<file path="src/rtl/alu_operand_sequencer.sv">
// Operand sequencer for a combinational bitwise ALU.
// Successive load presses capture operand A, then operand B. The ALU result is
// captured one cycle later and held until the next operation starts.
// Optional feature macro: ALU_SEQ_FLAGS_EN adds registered zero/parity result flags.
module alu_operand_sequencer #(
    parameter int WIDTH = 8,
    parameter int CNT_W = 8
) (
    input  logic             clk,
    input  logic             rst,
    input  logic [WIDTH-1:0] data_in,
    input  logic             load,
    input  logic             clear,
    output logic [WIDTH-1:0] a_out,
    output logic [WIDTH-1:0] b_out,
    input  logic [WIDTH-1:0] alu_x,
    output logic [WIDTH-1:0] result,
    output logic             result_valid,
    output logic [1:0]       state,
    output logic [CNT_W-1:0] op_count,
    output logic             flag_zero,
    output logic             flag_parity
);

    typedef enum logic [1:0] {
        LOAD_A = 2'd0,
        LOAD_B = 2'd1,
        EXEC   = 2'd2,
        HOLD   = 2'd3
    } state_t;

    state_t state_q;
    logic   load_prev;
    logic   load_armed;
    logic   load_ev;

    // load_armed stays low after reset until load is seen low, so a press held
    // across reset release does not count as a new event.
    assign load_ev = load & ~load_prev & load_armed;
    assign state   = state_q;

`ifdef ALU_SEQ_FLAGS_EN
    logic flag_zero_q;
    logic flag_parity_q;

    function automatic logic calc_zero(input logic [WIDTH-1:0] v);
        return (v == '0);
    endfunction

    function automatic logic calc_parity(input logic [WIDTH-1:0] v);
        return ^v;
    endfunction

    assign flag_zero   = flag_zero_q;
    assign flag_parity = flag_parity_q;
`else
    assign flag_zero   = 1'b0;
    assign flag_parity = 1'b0;
`endif

    // Load rising-edge history and post-reset arming.
    always_ff @(posedge clk or posedge rst) begin
        if (rst) begin
            load_prev  <= 1'b0;
            load_armed <= 1'b0;
        end else begin
            load_prev  <= load;
            load_armed <= load_armed | ~load;
        end
    end

    // Operand sequencing FSM with registered operands, result, flags and counter.
    always_ff @(posedge clk or posedge rst) begin
        if (rst) begin
            state_q      <= LOAD_A;
            a_out        <= '0;
            b_out        <= '0;
            result       <= '0;
            result_valid <= 1'b0;
            op_count     <= '0;
`ifdef ALU_SEQ_FLAGS_EN
            flag_zero_q   <= 1'b0;
            flag_parity_q <= 1'b0;
`endif
        end else if (clear) begin
            // Abort wins over any load event; the operation count is kept.
            state_q      <= LOAD_A;
            a_out        <= '0;
            b_out        <= '0;
            result       <= '0;
            result_valid <= 1'b0;
`ifdef ALU_SEQ_FLAGS_EN
            flag_zero_q   <= 1'b0;
            flag_parity_q <= 1'b0;
`endif
        end else begin
            unique case (state_q)
                LOAD_A: begin
                    if (load_ev) begin
                        a_out   <= data_in;
                        state_q <= LOAD_B;
                    end
                end
                LOAD_B: begin
                    if (load_ev) begin
                        b_out   <= data_in;
                        state_q <= EXEC;
                    end
                end
                EXEC: begin
                    // Single-cycle capture; load events here are dropped.
                    result       <= alu_x;
                    result_valid <= 1'b1;
                    op_count     <= op_count + CNT_W'(1);
                    state_q      <= HOLD;
`ifdef ALU_SEQ_FLAGS_EN
                    flag_zero_q   <= calc_zero(alu_x);
                    flag_parity_q <= calc_parity(alu_x);
`endif
                end
                HOLD: begin
                    // Next operation starts directly with A; result is kept.
                    if (load_ev) begin
                        a_out        <= data_in;
                        result_valid <= 1'b0;
                        state_q      <= LOAD_B;
                    end
                end
                default: state_q <= LOAD_A;
            endcase
        end
    end

endmodule

</file>
<file path="config.mk">
export PLATFORM = sky130hd
export DESIGN_NAME = alu_operand_sequencer
export DESIGN_NICKNAME = d
export VERILOG_FILES = /design/src/rtl/alu_operand_sequencer.sv
export SDC_FILE = /design/constraint.sdc
export NUM_CORES = 1
export LEC_CHECK = 0
export CORE_MARGIN = 5
export CORE_UTILIZATION = 48
export DETAILED_ROUTE_END_ITERATION = 12
export PLACE_DENSITY_LB_ADDON = 0.2
export SYNTH_ARGS = -nofsm -noshare
export SYNTH_HDL_FRONTEND = slang
export SYNTH_SLANG_ARGS = --single-unit
</file>
<file path="constraint.sdc">
create_clock -name clk -period 3.9 [get_ports clk]
set_clock_uncertainty 0.2 [all_clocks]
set_input_delay 0.78 -clock clk [delete_from_list [all_inputs] [get_ports clk]]
set_output_delay 0.78 -clock clk [all_outputs]
set_load 0.05 [all_outputs]
</file>
Word level (Yosys, flattened, before mapping)
Cells that the tools add are included.
W data, S select, Z words.
{"block": "totals", "register_bits": 37, "out_inout_bits": 37, "wordCells": 47}
{"block": "classes", "n_addsub": 1, "eq_ne": 6, "n_mux": 14, "n_bitwise": 6, "n_reduce_logical": 12}
{"cell": "$mux W8", "count": 7}
{"cell": "$reduce_and A2 Y1", "count": 5}
{"cell": "$add A8 B1 Y8 const B", "count": 1}
{"cell": "$reduce_bool A2 Y1", "count": 4}
{"cell": "$mux W2", "count": 3}
{"cell": "$ne A3 B3 Y1 const B", "count": 2}
{"cell": "$pmux W2 S3", "count": 1}
{"cell": "$eq A2 B2 Y1 const B", "count": 2}
{"cell": "$ne A3 B1 Y1 const B", "count": 1}
{"cell": "$not A1 Y1", "count": 3}
{"cell": "$reduce_bool A3 Y1", "count": 1}
{"cell": "$and A1 B1 Y1", "count": 2}
{"cell": "$eq A2 B1 Y1 const B", "count": 1}
{"cell": "$logic_not A2 Y1", "count": 1}
{"cell": "$mux W1", "count": 2}
{"cell": "$pmux W1 S2", "count": 1}
{"cell": "$reduce_or A2 Y1", "count": 1}
{"cell": "$or A1 B1 Y1", "count": 1}

Logic depth before layout (Yosys ltp)
{"block": "depth", "word_depth": 6, "ltp_mapped": 6}

Worst setup path after synthesis
No wires, ideal clock.
{"block": "synth_path", "path_kind": "flip-flop to flip-flop", "from": "reg state_q[0], in the netlist state[0]", "to": "reg a_out[0]", "setup_time_ns": 0.125, "t_arrival_ns": 1.714, "required_time_ns": 3.575, "setup_slack_ns": 1.862, "path_stages_with_launch": 5, "synth_period_minus_slack_ns": 2.038, "path_cell_list": "dfrtp_1 > inv_1 > ha_1 > a21oi_4 > mux2_2"}
{"block": "synth_between", "elab_chain_cells": 4, "word_cells_on_any_way": 5}
{"item": "from (decl)", "line": "32", "text": "state_t state_q;"}
{"item": "from (signal assigned)", "line": "75", "text": "state_q <= LOAD_A;"}
{"item": "from (signal assigned)", "line": "87", "text": "state_q <= LOAD_A;"}
{"item": "from (signal assigned)", "line": "101", "text": "state_q <= LOAD_B;"}
{"item": "$eq A2 B2 Y1 or $logic_not A2 Y1 (tied branches)", "line": "97", "text": "unique case (state_q)"}
{"item": "$reduce_or A2 Y1 (no source line) (*)"}
{"item": "$reduce_bool A2 Y1 (no source line) (*)"}
{"item": "$reduce_and A2 Y1 (no source line) (*)"}
{"item": "to (signal assigned)", "line": "100", "text": "a_out <= data_in;"}
{"item": "to (signal assigned)", "line": "124", "text": "a_out <= data_in;"}
{"item": "to (decl)", "line": "14", "text": "output logic [WIDTH-1:0] a_out,"}
Every way passes the cells marked *; elsewhere a longest branch is shown, timed or not.
A chain may end at the register's enable or synchronous reset.

Worst setup path after layout
{"block": "layout_path", "from": "reg op_count[2]", "to": "out op_count[2]"}
{"item": "from (decl)", "line": "20", "text": "output logic [CNT_W-1:0] op_count,"}
{"item": "from (signal assigned)", "line": "114", "text": "op_count <= op_count + CNT_W'(1);"}
No word-level cell between the ends.

==> key figures <==
Cells and area
  – Layout cells sized above 1: 9.90%
  – Post-layout util: 68.3%
  – Antenna diode count: 0
  – Most frequent cells in the layout: 54 x clkdlybuf4s50_1, 37 x dfrtp_1, 21 x nand2_1
  – Final Non-Filler Cells: 248
  – Finished layout cell area: approximately 0.0023 mm²
  – Fill count: 273
  – Area Growth Syn to Fin: 37.5%
  – Most common cell after layout, fill and taps aside: clkdlybuf4s50_1
  – Post-layout net count: 227

Floorplan
  – Die width: 69.0 µm
  – Die Area: between 0.004 and 0.005 mm²
  – Io pins: 57
  – Starting Density: 49.7%
  – Num rows: 21
  – Chip height: approximately 69 µm
  – Placeable Area: 0.00336 mm²

Run
  – Max cap viols: 0

GRT
  – Number of global-route vias before repair: 1,192
  – Total Routing Usage GR: 16.6%
  – First-pass GRT wire length: 5.69 mm
  – Initial antenna violation count: 0
  – Grt ovf: 0
  – Largest net degree at the start of global routing: 20

Synth
  – Yosys warning count: 0
  – #FFs+latches synth: 37
  – Syn_area_per_cell: 11.5 µm²
  – Synth Instances: 145
  – Post-synthesis cell type with the largest combined area: dfrtp_1
  – Yosys top cell area share: roughly 55%
  – Synth area leaders: dfrtp_1 55%, mux2_2 6.1%, mux2i_1 4.8%
  – Synthesized area: about 0.0017 mm²
  – Seq/Total Area, Yosys: 55.4%
  – Library cells used by synthesis: 30

Worst setup path
  – Worst path bufs/invs: 1
  – Crit Path Category: reg -> out
  – Top delay family on crit path: buffers and inverters
  – Startpoint types: flop
  – CP Cell Sequence: clkdlybuf4s50_1
  – Crit path required time: 2920 ps
  – Largest fanout on the critical path: 5
  – Delay of the slowest critical-path stage: 850 ps
  – Crit path max-delay cell type: clkdlybuf4s50_1
  – Critical Path AT: about 1700 ps
  – Setup crit end kind: output port

Route
  – Detailed-route via count: 1,221
  – DR vias/cell: 4.92
  – Residual DRC count: 0
  – WL final: between 3 and 4 mm
  – Routed Antenna Nets: 0
  – Drt first pass iters: 6
  – DR iter-0 viols: 14
  – WL per Instance: 14.1 µm

Placement
  – DP HPWL: 2.72 mm
  – Placed instance count: 241
  – Cell Area, Placed: 0.00224 mm²
  – Gpl congestion: 0.788
  – Port Buf Inserts: 54

CTS
  – Clock slew at reported path FFs: 100 ps
  – H-tree depth: 2
  – Post-CTS Resized: 0
  – Root Driver: clkbuf_4
  – CTS tree: yes
  – Clock Tree Buf Depth: 2
  – Total CTS buffers: 5
  – Hold-fix buffers at CTS: 0
  – Setup Fix Bufs, Post-CTS: 0
  – Clock Sinks: 37
  – Worst skew pair latency: between 300 and 400 ps

Timing
  – Final Hold Viols: 0
  – Tmin final: between 2000 and 3000 ps
  – Slew headroom: 54.5%
  – Final Slew Violations: 0
  – Ratio of final minimum period to clock period: 67.6%
  – Setup TNS: 0 ps
  – Fmax: 379 MHz
  – RSZ-0062 raised after global routing: no
  – Setup Viol. Count Final: 0
  – Worst-margin pin slew: 682 ps

Run status
  – Status: finished, final reports clean

Worst hold path
  – Worst min-delay path class: reg -> reg

Pwr
  – Total Power: 1.39 mW
  – Worst VDD drop: about 0.39 mV
  – Power per cell area: 603 mW/mm²
  – Lkg Pwr: 1.03 nW
[routing by layer]
layer  vias to the layer above  GRT usage (%)  wire (µm)
met5                         -              0          0
met4                         0           5.11         39
met3                         5           5.83        258
met2                        47           27.4       1690
met1                       576           20.3       1520
li1                        593              -          -
[Yosys cell counts]
cell type / instances
conb_1: 1
clkbuf_4: 1
and4b_1: 1
mux2_2: 9
xor2_1: 4
nor2_1: 10
nand2b_1: 1
buf_2: 2
o21bai_1: 1
a21oi_4: 1
nand4b_1: 1
o21a_1: 1
xnor2_1: 3
inv_1: 3
a21o_1: 1
nor2b_1: 3
nand4_1: 3
clkbuf_2: 1
and2b_1: 6
mux2i_1: 8
nand2_1: 21
and3_1: 1
buf_4: 3
and3b_4: 1
ha_1: 5
nand3b_1: 1
nor3_1: 4
dfrtp_1: 37
nand3b_4: 1
a21oi_1: 10
[path summary, 6_finish.rpt]
kind                             start          end  slack, ps  cells after the start
setup reg to reg              state[0]  op_count[1]       1680                      4
hold / removal             op_count[7]  op_count[7]        280                      1
setup / recovery           op_count[2]  op_count[2]       1260                      1
max in group asynchronous          rst  op_count[2]       2130                      3
hold reg to reg            op_count[7]  op_count[7]        280                      1
min in group asynchronous          rst    result[4]        660                      2
[power by group]
group / total [mW] / internal, mW / switching (mW)
Sequential: 0.520 / 0.453 / 0.0665
Clock: 0.195 / 0.0851 / 0.110
Combinational: 0.670 / 0.246 / 0.424
Total: 1.39 / 0.784 / 0.601
[final cells by class]
class	instances	area [µm²]	area share [%]
clock buffer	7	55.1	2.40
inverter	3	11.3	0.490
multi-input combinational	99	692	30.1
sequential	37	926	40.3
tap	46	57.6	2.51
timing repair buffer	56	556	24.2
[through the flow]
stage / worst slack [ps] / hold WS, ps
global route: 1180 / 297
floorplan: 1860 / 295
detailed placement: 1150 / 265
CTS: 1240 / 278
finish: 1260 / 276
global placement: 1190 / 256
[registers in the layout, indices dropped and copies added, names as in the netlist]
signal        flops
load_armed        1
b_out             8
load_prev         1
result_valid      1
a_out             8
state             2
result            8
op_count          8
[cells by family (layout without fill, tap and decap cells)]
logic type	after synthesis	after routing	share of synthesized area [%]
other	1	2	0.225
adders and majority gates	5	5	3.75
DFF	37	37	55.4
xor gates and xnor gates	7	7	3.67
and+or+nand+nor	54	54	17.4
AOI/OAI and AO/OA	14	14	5.32
buffers and inverters	10	66	3.37
muxes	17	17	10.9
(Power assumes the default switching activity.)
